## src/rtl/mem_access_unit_pkg.sv

```systemverilog
`default_nettype none
// ============================================================================
// Module      : mem_access_unit_pkg
// Description : Shared constants, FSM state type and the access legality
//               rule for the data-memory access unit.
// Revision    : 1.0 - initial release
// ============================================================================
package mem_access_unit_pkg;

  // RV32I load/store funct3 encodings
  localparam logic [2:0] F3_LB  = 3'b000;
  localparam logic [2:0] F3_LH  = 3'b001;
  localparam logic [2:0] F3_LW  = 3'b010;
  localparam logic [2:0] F3_LBU = 3'b100;
  localparam logic [2:0] F3_LHU = 3'b101;
  localparam logic [2:0] F3_SB  = 3'b000;
  localparam logic [2:0] F3_SH  = 3'b001;
  localparam logic [2:0] F3_SW  = 3'b010;

  typedef enum logic [1:0] {
    ST_IDLE   = 2'd0,
    ST_ACCESS = 2'd1,
    ST_DONE   = 2'd2
  } state_t;

  // Width must be known, naturally aligned, and unsigned variants are loads only
  function automatic logic access_legal(input logic write,
                                        input logic [2:0] f3,
                                        input logic [1:0] a);
    logic ok;
    case (f3[1:0])
      2'b00:   ok = 1'b1;
      2'b01:   ok = ~a[0];
      2'b10:   ok = (a == 2'b00) & ~f3[2];
      default: ok = 1'b0;
    endcase
    if (write && f3[2]) ok = 1'b0;
    return ok;
  endfunction

endpackage
`default_nettype wire

```

## src/rtl/mem_access_unit_if.sv

```systemverilog
`default_nettype none
// ============================================================================
// Module      : mem_access_unit_if
// Description : Valid/ready data-memory bus between the access unit and memory.
// Revision    : 1.0 - initial release
// ============================================================================
interface mem_access_unit_if;
  logic        valid;
  logic        write;
  logic [31:0] addr;
  logic [31:0] wdata;
  logic [3:0]  wstrb;
  logic        ready;
  logic [31:0] rdata;

  modport master (output valid, write, addr, wdata, wstrb,
                  input  ready, rdata);
  modport slave  (input  valid, write, addr, wdata, wstrb,
                  output ready, rdata);
endinterface
`default_nettype wire

```

## src/rtl/mem_access_unit_load_extend.sv

```systemverilog
`default_nettype none
// ============================================================================
// Module      : mem_access_unit_load_extend
// Description : Selects the addressed byte/half lane of a read word and
//               sign- or zero-extends it according to the load funct3.
// Revision    : 1.0 - initial release
// ============================================================================
module mem_access_unit_load_extend
  import mem_access_unit_pkg::*;
(
  input  logic [31:0] rdata,
  input  logic [1:0]  addr_lo,
  input  logic [2:0]  funct3,
  output logic [31:0] data
);

  logic [31:0] w_shifted;

  // Shift the addressed lane down to bit 0, then extend by access type
  always_comb begin
    w_shifted = rdata >> {addr_lo, 3'b000};
    case (funct3)
      F3_LB:   data = {{24{w_shifted[7]}}, w_shifted[7:0]};
      F3_LH:   data = {{16{w_shifted[15]}}, w_shifted[15:0]};
      F3_LBU:  data = {24'h0, w_shifted[7:0]};
      F3_LHU:  data = {16'h0, w_shifted[15:0]};
      default: data = rdata;
    endcase
  end

endmodule
`default_nettype wire

```

## src/rtl/mem_access_unit.sv

```systemverilog
`default_nettype none
// ============================================================================
// Module      : mem_access_unit
// Description : MEM-stage data-memory access unit: strobe/lane generation,
//               load extension, pipeline stall, fault and timeout detection.
// Revision    : 1.0 - initial release
// ============================================================================
module mem_access_unit
  import mem_access_unit_pkg::*;
#(
  parameter int MAX_WAIT = 16
) (
  input  logic               clk,
  input  logic               rst_n,
  input  logic               en,
  input  logic               mem_request_type_in,
  input  logic               mem_request_write_in,
  input  logic [2:0]         funct3_in,
  input  logic [31:0]        addr_in,
  input  logic [31:0]        store_data_in,
  input  logic               kill_in,
  output logic               stall_out,
  output logic [31:0]        load_data_out,
  output logic               load_valid_out,
  output logic               access_fault_out,
  output logic               timeout_out,
  mem_access_unit_if.master  dmem
);

  state_t      r_state;
  logic        r_write;
  logic [2:0]  r_funct3;
  logic [1:0]  r_addr_lo;
  logic        r_killed;
  logic [7:0]  r_wait;
  logic        r_valid;
  logic [31:0] r_addr;
  logic [31:0] r_wdata;
  logic [3:0]  r_wstrb;
  logic [31:0] r_load_data;
  logic        r_load_valid;
  logic        r_timeout;

  logic        w_req;
  logic        w_legal;
  logic        w_timeout;
  logic        w_drop_load;
  logic [3:0]  w_wstrb;
  logic [31:0] w_wdata;
  logic [31:0] w_ext;

  assign w_req     = en & mem_request_type_in & ~kill_in & (r_state == ST_IDLE);
  assign w_legal   = access_legal(mem_request_write_in, funct3_in, addr_in[1:0]);
  assign w_timeout = ~dmem.ready & (r_wait == 8'(MAX_WAIT - 1));
  // A kill seen in any ACCESS cycle, including the completing one, discards the load
  assign w_drop_load = r_write | r_killed | kill_in;

  // Gated by rst_n so every output reads 0 while reset is held
  assign stall_out        = rst_n & ((r_state == ST_ACCESS) | (w_req & w_legal));
  assign access_fault_out = rst_n & w_req & ~w_legal;

  assign load_data_out  = r_load_data;
  assign load_valid_out = r_load_valid;
  assign timeout_out    = r_timeout;
  assign dmem.valid     = r_valid;
  assign dmem.write     = r_write;
  assign dmem.addr      = r_addr;
  assign dmem.wdata     = r_wdata;
  assign dmem.wstrb     = r_wstrb;

  // Lane placement of store data and byte strobes for the incoming request
  always_comb begin
    w_wstrb = 4'b0000;
    w_wdata = 32'h0;
    if (mem_request_write_in) begin
      case (funct3_in)
        F3_SB: begin
          w_wstrb = 4'b0001 << addr_in[1:0];
          w_wdata = {4{store_data_in[7:0]}};
        end
        F3_SH: begin
          w_wstrb = 4'b0011 << {addr_in[1], 1'b0};
          w_wdata = {2{store_data_in[15:0]}};
        end
        F3_SW: begin
          w_wstrb = 4'b1111;
          w_wdata = store_data_in;
        end
        default: ;
      endcase
    end
  end

  mem_access_unit_load_extend u_load_extend (
    .rdata   (dmem.rdata),
    .addr_lo (r_addr_lo),
    .funct3  (r_funct3),
    .data    (w_ext)
  );

  // Access FSM with registered bus outputs, load result and sticky timeout
  always_ff @(posedge clk or negedge rst_n) begin
    if (!rst_n) begin
      r_state      <= ST_IDLE;
      r_write      <= 1'b0;
      r_funct3     <= 3'b000;
      r_addr_lo    <= 2'b00;
      r_killed     <= 1'b0;
      r_wait       <= 8'h00;
      r_valid      <= 1'b0;
      r_addr       <= 32'h0;
      r_wdata      <= 32'h0;
      r_wstrb      <= 4'b0000;
      r_load_data  <= 32'h0;
      r_load_valid <= 1'b0;
      r_timeout    <= 1'b0;
    end else begin
      r_load_valid <= 1'b0;
      case (r_state)
        ST_IDLE: begin
          if (w_req && w_legal) begin
            r_write   <= mem_request_write_in;
            r_funct3  <= funct3_in;
            r_addr_lo <= addr_in[1:0];
            r_addr    <= {addr_in[31:2], 2'b00};
            r_wdata   <= w_wdata;
            r_wstrb   <= w_wstrb;
            r_valid   <= 1'b1;
            r_wait    <= 8'h00;
            r_killed  <= 1'b0;
            r_state   <= ST_ACCESS;
          end
        end
        ST_ACCESS: begin
          if (kill_in) r_killed <= 1'b1;
          if (dmem.ready) begin
            r_valid <= 1'b0;
            if (!w_drop_load) begin
              r_load_data  <= w_ext;
              r_load_valid <= 1'b1;
            end
            r_state <= ST_DONE;
          end else if (w_timeout) begin
            r_valid   <= 1'b0;
            r_timeout <= 1'b1;
            if (!w_drop_load) begin
              r_load_data  <= 32'h0;
              r_load_valid <= 1'b1;
            end
            r_state <= ST_DONE;
          end else begin
            r_wait <= r_wait + 8'd1;
          end
        end
        ST_DONE: r_state <= ST_IDLE;
        default: r_state <= ST_IDLE;
      endcase
    end
  end

endmodule
`default_nettype wire
```

## src/flat_wrapper.sv

```systemverilog
// flat-port wrapper written by rule: the top's interface ports become plain ports
module mem_access_unit_flat import mem_access_unit_pkg::*;
#(
  parameter int MAX_WAIT = 16
)
  (clk, rst_n, en, mem_request_type_in, mem_request_write_in, funct3_in, addr_in, store_data_in, kill_in, stall_out, load_data_out, load_valid_out, access_fault_out, timeout_out, dmem_valid, dmem_write, dmem_addr, dmem_wdata, dmem_wstrb, dmem_ready, dmem_rdata);
  mem_access_unit_if dmem_i ();
  input  logic clk;
  input  logic rst_n;
  input  logic en;
  input  logic mem_request_type_in;
  input  logic mem_request_write_in;
  input  logic [2:0] funct3_in;
  input  logic [31:0] addr_in;
  input  logic [31:0] store_data_in;
  input  logic kill_in;
  output logic stall_out;
  output logic [31:0] load_data_out;
  output logic load_valid_out;
  output logic access_fault_out;
  output logic timeout_out;
  output wire logic [$bits(dmem_i.valid)-1:0] dmem_valid;
  output wire logic [$bits(dmem_i.write)-1:0] dmem_write;
  output wire logic [$bits(dmem_i.addr)-1:0] dmem_addr;
  output wire logic [$bits(dmem_i.wdata)-1:0] dmem_wdata;
  output wire logic [$bits(dmem_i.wstrb)-1:0] dmem_wstrb;
  input wire logic [$bits(dmem_i.ready)-1:0] dmem_ready;
  input wire logic [$bits(dmem_i.rdata)-1:0] dmem_rdata;
  assign dmem_valid = dmem_i.valid;
  assign dmem_write = dmem_i.write;
  assign dmem_addr = dmem_i.addr;
  assign dmem_wdata = dmem_i.wdata;
  assign dmem_wstrb = dmem_i.wstrb;
  assign dmem_i.ready = dmem_ready;
  assign dmem_i.rdata = dmem_rdata;
  mem_access_unit #(.MAX_WAIT(MAX_WAIT)) u_core (.clk(clk), .rst_n(rst_n), .en(en), .mem_request_type_in(mem_request_type_in), .mem_request_write_in(mem_request_write_in), .funct3_in(funct3_in), .addr_in(addr_in), .store_data_in(store_data_in), .kill_in(kill_in), .stall_out(stall_out), .load_data_out(load_data_out), .load_valid_out(load_valid_out), .access_fault_out(access_fault_out), .timeout_out(timeout_out), .dmem(dmem_i));
endmodule
```

## config.mk

```make
export PLATFORM = sky130hd
export DESIGN_NAME = mem_access_unit_flat
export DESIGN_NICKNAME = d
export VERILOG_FILES = /design/src/rtl/mem_access_unit_pkg.sv /design/src/rtl/mem_access_unit_if.sv /design/src/rtl/mem_access_unit_load_extend.sv /design/src/rtl/mem_access_unit.sv /design/src/flat_wrapper.sv
export SDC_FILE = /design/constraint.sdc
export NUM_CORES = 1
export LEC_CHECK = 0
export CORE_MARGIN = 10
export CORE_UTILIZATION = 40
export DETAILED_ROUTE_END_ITERATION = 8
export GPL_TIMING_DRIVEN = 0
export PLACE_DENSITY = 0.82
export SYNTH_ARGS = -nofsm -noshare
export SYNTH_HDL_FRONTEND = slang
export SYNTH_SLANG_ARGS = --single-unit
```

## constraint.sdc

```tcl
create_clock -name clk -period 1.85 [get_ports clk]
set_clock_uncertainty 0.15 [all_clocks]
set_input_delay 0.37 -clock clk [delete_from_list [all_inputs] [get_ports clk]]
set_output_delay 0.37 -clock clk [all_outputs]
set_load 0.005 [all_outputs]
```

Word-level counts from Yosys, hierarchy flattened
Index checks and enable logic that the tools add are counted.
{"block": "op_classes", "addsub": 1, "n_eq_ne": 14, "shifts": 3, "mux": 30, "bitwise": 18, "reduce_logical": 16}
{"cell": "$mux W32", "count": 5}
{"cell": "$pmux W32 S4", "count": 1}
{"cell": "$pmux W32 S3", "count": 1}
{"cell": "$shr A32 B5 Y16", "count": 1}
{"cell": "$mux W8", "count": 3}
{"cell": "$pmux W8 S2", "count": 1}
{"cell": "$pmux W4 S3", "count": 1}
{"cell": "$reduce_and A3 Y1", "count": 4}
{"cell": "$mux W1", "count": 10}
{"cell": "$and A1 B1 Y1", "count": 9}
{"cell": "$add A8 B1 Y8 const B", "count": 1}
{"cell": "$eq A8 B4 Y1 const B", "count": 1}
{"cell": "$ne A2 B2 Y1 const B", "count": 4}
{"cell": "$eq A3 B1 Y1 const B", "count": 2}
{"cell": "$eq A3 B3 Y1 const B", "count": 2}
{"cell": "$logic_not A2 Y1", "count": 3}
{"cell": "$logic_not A3 Y1", "count": 2}
{"cell": "$mux W2", "count": 3}
{"cell": "$not A1 Y1", "count": 6}
{"cell": "$eq A2 B1 Y1 const B", "count": 2}
{"cell": "$mux W4", "count": 1}
{"cell": "$pmux W1 S2", "count": 2}
{"cell": "$pmux W2 S2", "count": 1}
{"cell": "$reduce_and A2 Y1", "count": 2}
{"cell": "other kinds (10)", "count": 14}
{"block": "word_totals", "regBits": 118, "input_bits": 106, "out_inout_bits": 106, "elab_cells": 95}

Logic depth before layout (Yosys ltp)
Gate-level depths: netlist of the first run.
{"block": "depth", "ltp_word": 7, "mapped_depth": 7, "depth_no_buf": 5}

Cells and area by module
From an unflattened synthesis of the first run, not the netlist that was laid out.
{"block": "hier_totals", "hier_cells": 527, "hier_area_um2": 5672.9}
{"module": "mem_access_unit", "instances": 1, "cells_each": 421, "area_each_um2": 4981.0, "seq_area_each_um2": 2952.8}
{"module": "mem_access_unit_load_extend", "instances": 1, "cells_each": 106, "area_each_um2": 691.9, "seq_area_each_um2": 0.0}

Worst setup path before layout of the first run
Ideal clock, no wire load.
{"block": "synth_timing", "kind": "register to output", "from": "reg u_core.r_state[0]", "to": "out stall_out", "t_arrival_ns": 1.428, "required_time_ns": 1.330, "setup_slack_ns": -0.098, "path_stages_with_launch": 5, "path_buffers": 1, "cell_sequence": "dfrtp_1 nor4b_1 o211ai_2 clkbuf_1 a21boi_0"}
{"block": "synth_between", "elab_chain_len": 5, "elab_cells_between_ends": 6, "classes_between": "1 x eq/ne; 4 x bitwise; 1 x reduce/logical"}
{"element": "from (decl)", "line": "mem_access_unit.sv:30", "text": "state_t r_state;"}
{"element": "from (signal assigned)", "line": "mem_access_unit.sv:104", "text": "r_state <= ST_IDLE;"}
{"element": "from (signal assigned)", "line": "mem_access_unit.sv:131", "text": "r_state <= ST_ACCESS;"}
{"element": "from (signal assigned)", "line": "mem_access_unit.sv:142", "text": "r_state <= ST_DONE;"}
{"element": "$logic_not A2 Y1", "line": "mem_access_unit.sv:52", "text": "assign w_req = en & mem_request_type_in & ~kill_in & (r_state == ST_IDLE);"}
{"element": "$and A1 B1 Y1", "line": "mem_access_unit.sv:52"}
{"element": "$and A1 B1 Y1", "line": "mem_access_unit.sv:59", "text": "assign stall_out = rst_n & ((r_state == ST_ACCESS) | (w_req & w_legal));"}
{"element": "$or A1 B1 Y1 *", "line": "mem_access_unit.sv:59"}
{"element": "$and A1 B1 Y1 *", "line": "mem_access_unit.sv:59"}
{"element": "to (decl)", "line": "flat_wrapper.sv:17", "text": "output logic stall_out;"}
Every way passes the cells marked *; elsewhere a longest branch is shown, timed or not.

Worst setup path in the final report of the first run
{"block": "layout_timing", "from": "in addr_in[0]", "to": "out stall_out"}
{"block": "layout_between", "elab_chain_len": 7, "elab_cells_between_ends": 8, "classes_between": "2 x mux; 5 x bitwise; 1 x reduce/logical"}
{"element": "from (decl)", "line": "flat_wrapper.sv:14", "text": "input logic [31:0] addr_in;"}
{"element": "$logic_not A2 Y1", "line": "mem_access_unit_pkg.sv:34", "text": "2'b10: ok = (a == 2'b00) & ~f3[2];"}
{"element": "$and A1 B1 Y1", "line": "mem_access_unit_pkg.sv:34"}
{"element": "$pmux W1 S3 *", "line": "mem_access_unit_pkg.sv:31", "text": "case (f3[1:0])"}
{"element": "$mux W1 *", "line": "mem_access_unit_pkg.sv:37", "text": "if (write && f3[2]) ok = 1'b0;"}
{"element": "$and A1 B1 Y1 *", "line": "mem_access_unit.sv:59"}
{"element": "$or A1 B1 Y1 *", "line": "mem_access_unit.sv:59"}
{"element": "$and A1 B1 Y1 *", "line": "mem_access_unit.sv:59"}
Marks and branches as above.

==> run summary, run 1 <==
ROUTING
----------------------------------------------------------------------------------------------------
Vias after detailed routing ...........................................................         5354
Remaining routing DRC violations ......................................................            0
Vias per cell .........................................................................         5.49
Final routed wire length divided by cell count ........................................      21.3 um
First drt pass iteration count ........................................................            5
Total Routed Length ...................................................................     20800 um
Number of routed nets with antenna violations .........................................            0
Starting DRC count in detailed routing ................................................          327

YOSYS
----------------------------------------------------------------------------------------------------
Post-Synthesis Mean Instance Area .....................................................     10.8 um2
Number of storage elements in the synthesis netlist ...................................          118
Most frequently used flop master after synthesis ......................................      dfrtp_1
Number of warnings printed during yosys synthesis .....................................            0
Register area share after synthesis ...................................................        52.2%
Library cells used by synthesis .......................................................           56
Fraction of registers with async set or reset after synthesis .........................         100%
Number of cells produced by synthesis .................................................          524
Count of flip-flops with a built-in enable after synthesis ............................            0
Cell area after synthesis .............................................................  0.00566 mm2

TIMING
----------------------------------------------------------------------------------------------------
Setup violations, final ...............................................................          108
Relative max-transition margin ........................................................        63.7%
Final-layout setup total negative slack ...............................................    -13.82 ns
Fin. Hold Viols .......................................................................           51
Final critical-path share of the clock period .........................................         123%
Min Tclk post-route ...................................................................      2.27 ns
Transition time at the pin with the least slew margin .................................     0.545 ns
Final Max Slew Viols ..................................................................            0
WHS ...................................................................................    -0.237 ns
RSZ-0062 raised after global routing ..................................................          yes
Final worst slack .....................................................................    -0.417 ns
Upper clock frequency limit ...........................................................    0.441 GHz

CLOCK TREE
----------------------------------------------------------------------------------------------------
CTS tree ..............................................................................        built
Total CTS buffers .....................................................................           17
Clock net sink count ..................................................................          118
Maximum count of clock buffers along a single path ....................................            2
Clock H-tree levels ...................................................................            4
Cell at the root of the clock tree ....................................................    clkbuf_16
Source-to-sink clock delay at the later pin of the worst-skew pair ....................      0.41 ns
Clock-pin slew reported for the worst setup and hold paths after clock tree synthesis .      0.05 ns

CRITICAL PATH
----------------------------------------------------------------------------------------------------
Data arrival time of the critical path ................................................      1.75 ns
Crit. End Element .....................................................................   output pin
Required time at the worst-slack endpoint .............................................      1.33 ns
CP Class .............................................................................. input pin to output pin
Worst-path fanout max .................................................................            6
Startpoint type of the worst setup path ...............................................    input pin

GLOBAL ROUTE
----------------------------------------------------------------------------------------------------
Initial antenna violation count .......................................................            0
Via count of the first global-routing pass ............................................         5593
Global-route wire length before repair ................................................     31700 um
Overflow left after global routing ....................................................            0
Pin count of the biggest net entering global routing ..................................           68
Overall global routing resource usage .................................................        20.3%

POWER
----------------------------------------------------------------------------------------------------
Pint ..................................................................................      7.44 mW
Power Density .........................................................................  1100 mW/mm2
Switching share of total power ........................................................        27.5%
Static leakage ........................................................................      4.44 nW
Combinational power share .............................................................        31.1%
Worst voltage drop across the vdd grid ................................................       719 uV
Part of the power in the clock network ................................................        32.9%
Share of power burned in registers ....................................................        36.0%
Net switching component of the power ..................................................      2.82 mW

PLACEMENT
----------------------------------------------------------------------------------------------------
Final GP Congestion ...................................................................        0.981
PortBufs ..............................................................................          209
Setup WS pre-CTS ......................................................................     -1.64 ns
Number of placed cells counting well taps .............................................          915
Post-detail-place hpwl ................................................................     15000 um

LAYOUT
----------------------------------------------------------------------------------------------------
Final Net Count .......................................................................          891
Area growth, synth to finish ..........................................................        65.2%
Count of non-filler cells in the finished layout ......................................          975
Diodes inserted .......................................................................            0
End-of-flow core utilization ..........................................................        67.3%
Share of layout cells above drive strength 1 ..........................................        23.0%

FLOORPLANNING
----------------------------------------------------------------------------------------------------
I/O pin cnt ...........................................................................          212
Placeable core region .................................................................   0.0139 mm2
Die width .............................................................................       139 um
Floorplan die area ....................................................................   0.0193 mm2
Row cnt ...............................................................................           43
Initial cell density of the core ......................................................        40.7%
Die Span Y ............................................................................       139 um

STATUS
----------------------------------------------------------------------------------------------------
Failing checks ........................................................................ negative hold slack, negative setup slack
Outcome ............................................................................... complete, but fails checks

HOLD PATH
----------------------------------------------------------------------------------------------------
Worst Hold Class ...................................................................... input pin to asynchronous set/reset pin

RUN
----------------------------------------------------------------------------------------------------
Number of violations of the max-capacitance limit .....................................            0

==> power groups by stage <==
stage	combinational [mW]	clock (mW)	sequential [mW]
floorplan	1.10	0	3.66
global placement	2.81	0	3.67
detailed placement	2.89	0	3.71
CTS	3.04	3.42	3.67
global route	3.43	3.53	3.77
finish	3.19	3.37	3.69
==> stage by stage <==
step | power, mW | instance area (um2)
6_report | 10.3 | 9350
5_1_grt | 10.7 | 9350
4_1_cts | 10.1 | 8980
3_5_place_dp | 6.60 | 8030
3_3_place_gp | 6.48 | 8000
2_1_floorplan | 4.76 | 5680
==> cell usage in the layout, fill, tap and decap left out, types with 8 or more instances in the layout <==
cell	instances
nand2_1	68
dfrtp_1	115
mux2_2	36
nand3b_1	10
nor2b_1	12
dlygate4sd2_1	14
nor2_1	16
dlymetal6s2s_1	23
inv_1	8
clkdlybuf4s50_1	169
o21ai_0	56
a221o_1	21
clkbuf_16	19
mux2i_1	22
a2bb2oi_1	12
buf_4	29
buf_6	17
a21oi_1	11
==> registers in the layout (all words and copies together) (netlist names) <==
signal	count
u_core.dmem.wdata	32
u_core.dmem.write	1
u_core.r_addr_lo	2
u_core.timeout_out	1
u_core.load_valid_out	1
u_core.dmem.valid	1
u_core.r_state	2
u_core.r_funct3	3
u_core.load_data_out	32
u_core.dmem.addr	30
u_core.r_wait	8
u_core.dmem.wstrb	4
u_core.r_killed	1
==> synthesized netlist by cell type, types with 10 or more instances <==
library cell	count	area share (%)
a21oi_1	13	1.2
a221o_1	21	3.7
a2bb2oi_1	12	1.9
buf_2	14	1.2
clkbuf_1	18	1.2
dfrtp_1	118	52
inv_1	10	0.66
mux2_2	36	7.2
mux2i_1	24	4.2
nand2_1	68	4.5
nand3b_1	10	1.3
nor2_1	16	1.1
nor2b_1	12	1.3
o21ai_0	66	5.8
==> metal layers <==
| metal | GRT usage [%] | up-vias | share of wire (%) |
|---|---|---|---|
| li1 | - | 2436 | - |
| met2 | 34.8 | 271 | 51 |
| met4 | 5.93 | 0 | 2.2 |
| met3 | 6.34 | 34 | 7.8 |
| met1 | 23.8 | 2613 | 39 |
| met5 | 0 | - | 0 |
==> cell type report <==
| cell class | count | area (um2) |
|---|---|---|
| fillers | 1041 | 4540 |
| multi-input cells | 355 | 2730 |
| flip-flops and latches | 118 | 2960 |
| clock inverters | 8 | 123 |
| clock buffers | 22 | 484 |
| inverters | 10 | 37.5 |
| plain buffers | 40 | 322 |
| repair buffers | 242 | 2470 |
| well taps | 180 | 225 |
==> worst max-delay path, stage by stage <==
cell           delay [ns]
dlygate4sd2_1        0.38
nor4_4               0.48
o211ai_4             0.13
clkbuf_8             0.15
a21boi_2             0.10
buf_2                0.12
==> cells by family after synthesis <==
logic type,after synthesis,share of synthesized area (%)
other cells,1,0.0663
fa+ha+maj,1,0.221
buf+inv,52,4.49
flops,118,52.2
compound gates,153,18.7
simple gates,138,12.5
mux,61,11.8
==> final timing paths <==
check / start / to / slack [ns] / depth (start not counted)
hold reg to reg: u_core.dmem.wdata[6]$_DFFE_PN0P_ / u_core.dmem.wdata[6]$_DFFE_PN0P_ / 0.33 / 2
hold / removal: rst_n / u_core.load_data_out[4]$_DFFE_PN0P_ / -0.24 / 1
setup reg to reg: u_core.r_wait[0]$_DFFE_PN0P_ / u_core.r_wait[7]$_DFFE_PN0P_ / -0.21 / 6
max in group asynchronous: rst_n / u_core.load_data_out[17]$_DFFE_PN0P_ / 1.09 / 2
min in group clk: u_core.dmem.wdata[6]$_DFFE_PN0P_ / u_core.dmem.wdata[6]$_DFFE_PN0P_ / 0.33 / 2
setup / recovery: addr_in[0] / stall_out / -0.42 / 6
==> timing repair <==
item                                   CTS  global route
setup endpoints to repair              119           141
pin swaps                               13             6
gates resized for setup                 72            93
buffers inserted                        21            10
endpoints found under the hold margin   51            51
gates cloned                             1             2
Note: power is estimated with default switching activity, not from simulation.
==> run 2, diff against run 1 <==
Settings changed: MAX_ROUTING_LAYER from default to met4.
==> run 2 against run 1 <==
  * Final area down 1.5%
  * Final cell count is 0.41% higher
  * Clock power down 5%
  * Global-route usage rose by 0.65 points
  * First-iteration DRC count down 6.1%
  * Sequential share of layout area rose by 0.50 points
  * Sequential power about the same
  * Clock-buffer cell count unchanged
  * Die area is the same
  * Register-to-register slack worse by 0.09 ns
  * Utilization down 1.0 points
  * The run still ends with negative hold slack, negative setup slack left
  * Via count up 1.6%
==> run summary, run 2 (same netlist as run 1, synthesis figures left out) <==
POWER
----------------------------------------------------------------------------------------------------
Static leakage ........................................................................      4.39 nW
Power Density .........................................................................  1090 mW/mm2
Post-route total power ................................................................      10.1 mW
Worst voltage drop across the vdd grid ................................................       666 uV

LAYOUT
----------------------------------------------------------------------------------------------------
Most frequent standard cell in the layout excluding fill and tap cells ................ clkdlybuf4s50_1
Leading cell types in the layout, fill and taps excluded .............................. clkdlybuf4s50_1 (170), dfrtp_1 (114), nand2_1 (68), o21ai_0 (58), mux2_2 (36)
Share of layout cells above drive strength 1 ..........................................        21.5%
Fill cell count .......................................................................         1055
Area growth, synth to finish ..........................................................        62.7%
Final Net Count .......................................................................          892
Summed area of non-filler cells in the final layout ...................................  0.00920 mm2
End-of-flow core utilization ..........................................................        66.3%

ROUTING
----------------------------------------------------------------------------------------------------
Starting DRC count in detailed routing ................................................          307
Vias per cell .........................................................................         5.56
Final routed wire length divided by cell count ........................................      21.1 um
Remaining routing DRC violations ......................................................            0
First drt pass iteration count ........................................................            5
Vias after detailed routing ...........................................................         5439
Total Routed Length ...................................................................     20600 um
Number of routed nets with antenna violations .........................................            0

CLOCK TREE
----------------------------------------------------------------------------------------------------
Clock net sink count ..................................................................          118
Clock H-tree levels ...................................................................            4
Total CTS buffers .....................................................................           17
Clock-pin slew reported for the worst setup and hold paths after clock tree synthesis .      0.05 ns
Source-to-sink clock delay at the later pin of the worst-skew pair ....................      0.41 ns
Maximum count of clock buffers along a single path ....................................            2
CTS tree ..............................................................................        built
Cell at the root of the clock tree ....................................................    clkbuf_16

GLOBAL ROUTE
----------------------------------------------------------------------------------------------------
Global-route wire length before repair ................................................     31700 um
Overall global routing resource usage .................................................        21.0%
Pin count of the biggest net entering global routing ..................................           84
Via count of the first global-routing pass ............................................         5695
Initial antenna violation count .......................................................            3
Overflow left after global routing ....................................................            0

TIMING
----------------------------------------------------------------------------------------------------
Upper clock frequency limit ...........................................................    0.441 GHz
Fin. Hold Viols .......................................................................           81
RSZ-0062 raised after global routing ..................................................          yes
Final worst slack .....................................................................    -0.417 ns
Min Tclk post-route ...................................................................      2.27 ns
WHS ...................................................................................    -0.175 ns
Final critical-path share of the clock period .........................................         123%
Final Max Slew Viols ..................................................................            0
Transition time at the pin with the least slew margin .................................     0.529 ns
Relative max-transition margin ........................................................        64.6%
Setup violations, final ...............................................................          105

PLACEMENT
----------------------------------------------------------------------------------------------------
PortBufs ..............................................................................          209
Post-detail-place hpwl ................................................................     14900 um
DP Area ...............................................................................  0.00803 mm2
Setup WS pre-CTS ......................................................................     -1.63 ns
Final GP Congestion ...................................................................        0.996

FLOORPLANNING
----------------------------------------------------------------------------------------------------
Placeable core region .................................................................   0.0139 mm2
Floorplan die area ....................................................................   0.0193 mm2
I/O pin cnt ...........................................................................          212
Initial cell density of the core ......................................................        40.7%
Die width .............................................................................       139 um
Row cnt ...............................................................................           43
Die Span Y ............................................................................       139 um

CRITICAL PATH
----------------------------------------------------------------------------------------------------
Worst-path fanout max .................................................................            2
Required time at the worst-slack endpoint .............................................      1.33 ns
Startpoint type of the worst setup path ...............................................     register
Crit. End Element .....................................................................   output pin
Data arrival time of the critical path ................................................      1.75 ns
CP Class .............................................................................. register to output pin

HOLD PATH
----------------------------------------------------------------------------------------------------
Worst Hold Class ...................................................................... input pin to asynchronous set/reset pin

STATUS
----------------------------------------------------------------------------------------------------
Outcome ............................................................................... complete, but fails checks
Failing checks ........................................................................ negative hold slack, negative setup slack

RUN
----------------------------------------------------------------------------------------------------
Number of violations of the max-capacitance limit .....................................            0

-- run 2: path summary, 6_finish.rpt --
path	start	end	slack [ns]	cells past startpoint
max	u_core.r_state[1]$_DFFE_PN0P_	stall_out	-0.42	6
min	rst_n	u_core.load_data_out[2]$_DFFE_PN0P_	-0.18	2
max reg2reg	u_core.r_state[1]$_DFFE_PN0P_	u_core.load_data_out[17]$_DFFE_PN0P_	-0.30	9
min reg2reg	u_core.dmem.wdata[13]$_DFFE_PN0P_	u_core.dmem.wdata[13]$_DFFE_PN0P_	0.33	2
max in group asynchronous	rst_n	u_core.r_state[0]$_DFFE_PN0P_	0.87	4
min in group clk	u_core.dmem.wdata[13]$_DFFE_PN0P_	u_core.dmem.wdata[13]$_DFFE_PN0P_	0.33	2
-- run 2: through the flow --
step | setup TNS [ns] | instances | hold WS, ns
after floorplan | -0.804 | 525 | -0.0756
after global placement | -600.62 | 914 | 0.312
final | -14.05 | 979 | -0.175
after CTS | -9.69 | 967 | -0.291
after global routing | -20.40 | 979 | -0.151
after detailed placement | -99.02 | 915 | 0.147
-- run 2: area by class of cell --
type / count / area, um2 / share of cell area, %
Sequential cell: 118 / 2960 / 32.1
Tap cell: 180 / 225 / 2.45
Clock inverter: 8 / 100 / 1.09
Clock buffer: 22 / 474 / 5.15
Multi-Input combinational cell: 355 / 2650 / 28.8
Buffer: 40 / 287 / 3.11
Inverter: 10 / 37.5 / 0.408
Timing Repair Buffer: 243 / 2470 / 26.8
Antenna cell: 3 / 7.51 / 0.0816
-- run 2: worst max-delay path, cell delays in order (launching register included) --
cell	delay, ns
dfrtp_1	0.40
nor4b_4	0.31
buf_4	0.17
o211ai_4	0.07
clkbuf_8	0.15
a21boi_1	0.10
buf_2	0.13
-- run 2: per-layer routing --
metal  vias to the layer above  GRT usage [%]  part of all wire [%]
li1                       2445              -                     -
met1                      2681           24.7                    42
met2                       281           33.6                    50
met3                        32           5.38                   6.1
met4                         0           8.24                   2.2
met5                         -              -                     0
-- run 2: timing repair --
| action | CTS | global route |
|---|---|---|
| endpoints found under the hold margin | 37 | 37 |
| endpoints found under the setup margin | 115 | 144 |
| gates cloned | 2 | 0 |
| resized for setup | 81 | 47 |
| buffers inserted | 22 | 6 |
| pin swaps | 14 | 4 |
-- run 2: report_power, final --
part,leakage [nW],internal [mW],switching [mW],total (mW)
combinational,2.59,1.96,1.19,3.16
sequential,1.53,3.22,0.468,3.69
clock,0.270,2.07,1.14,3.21
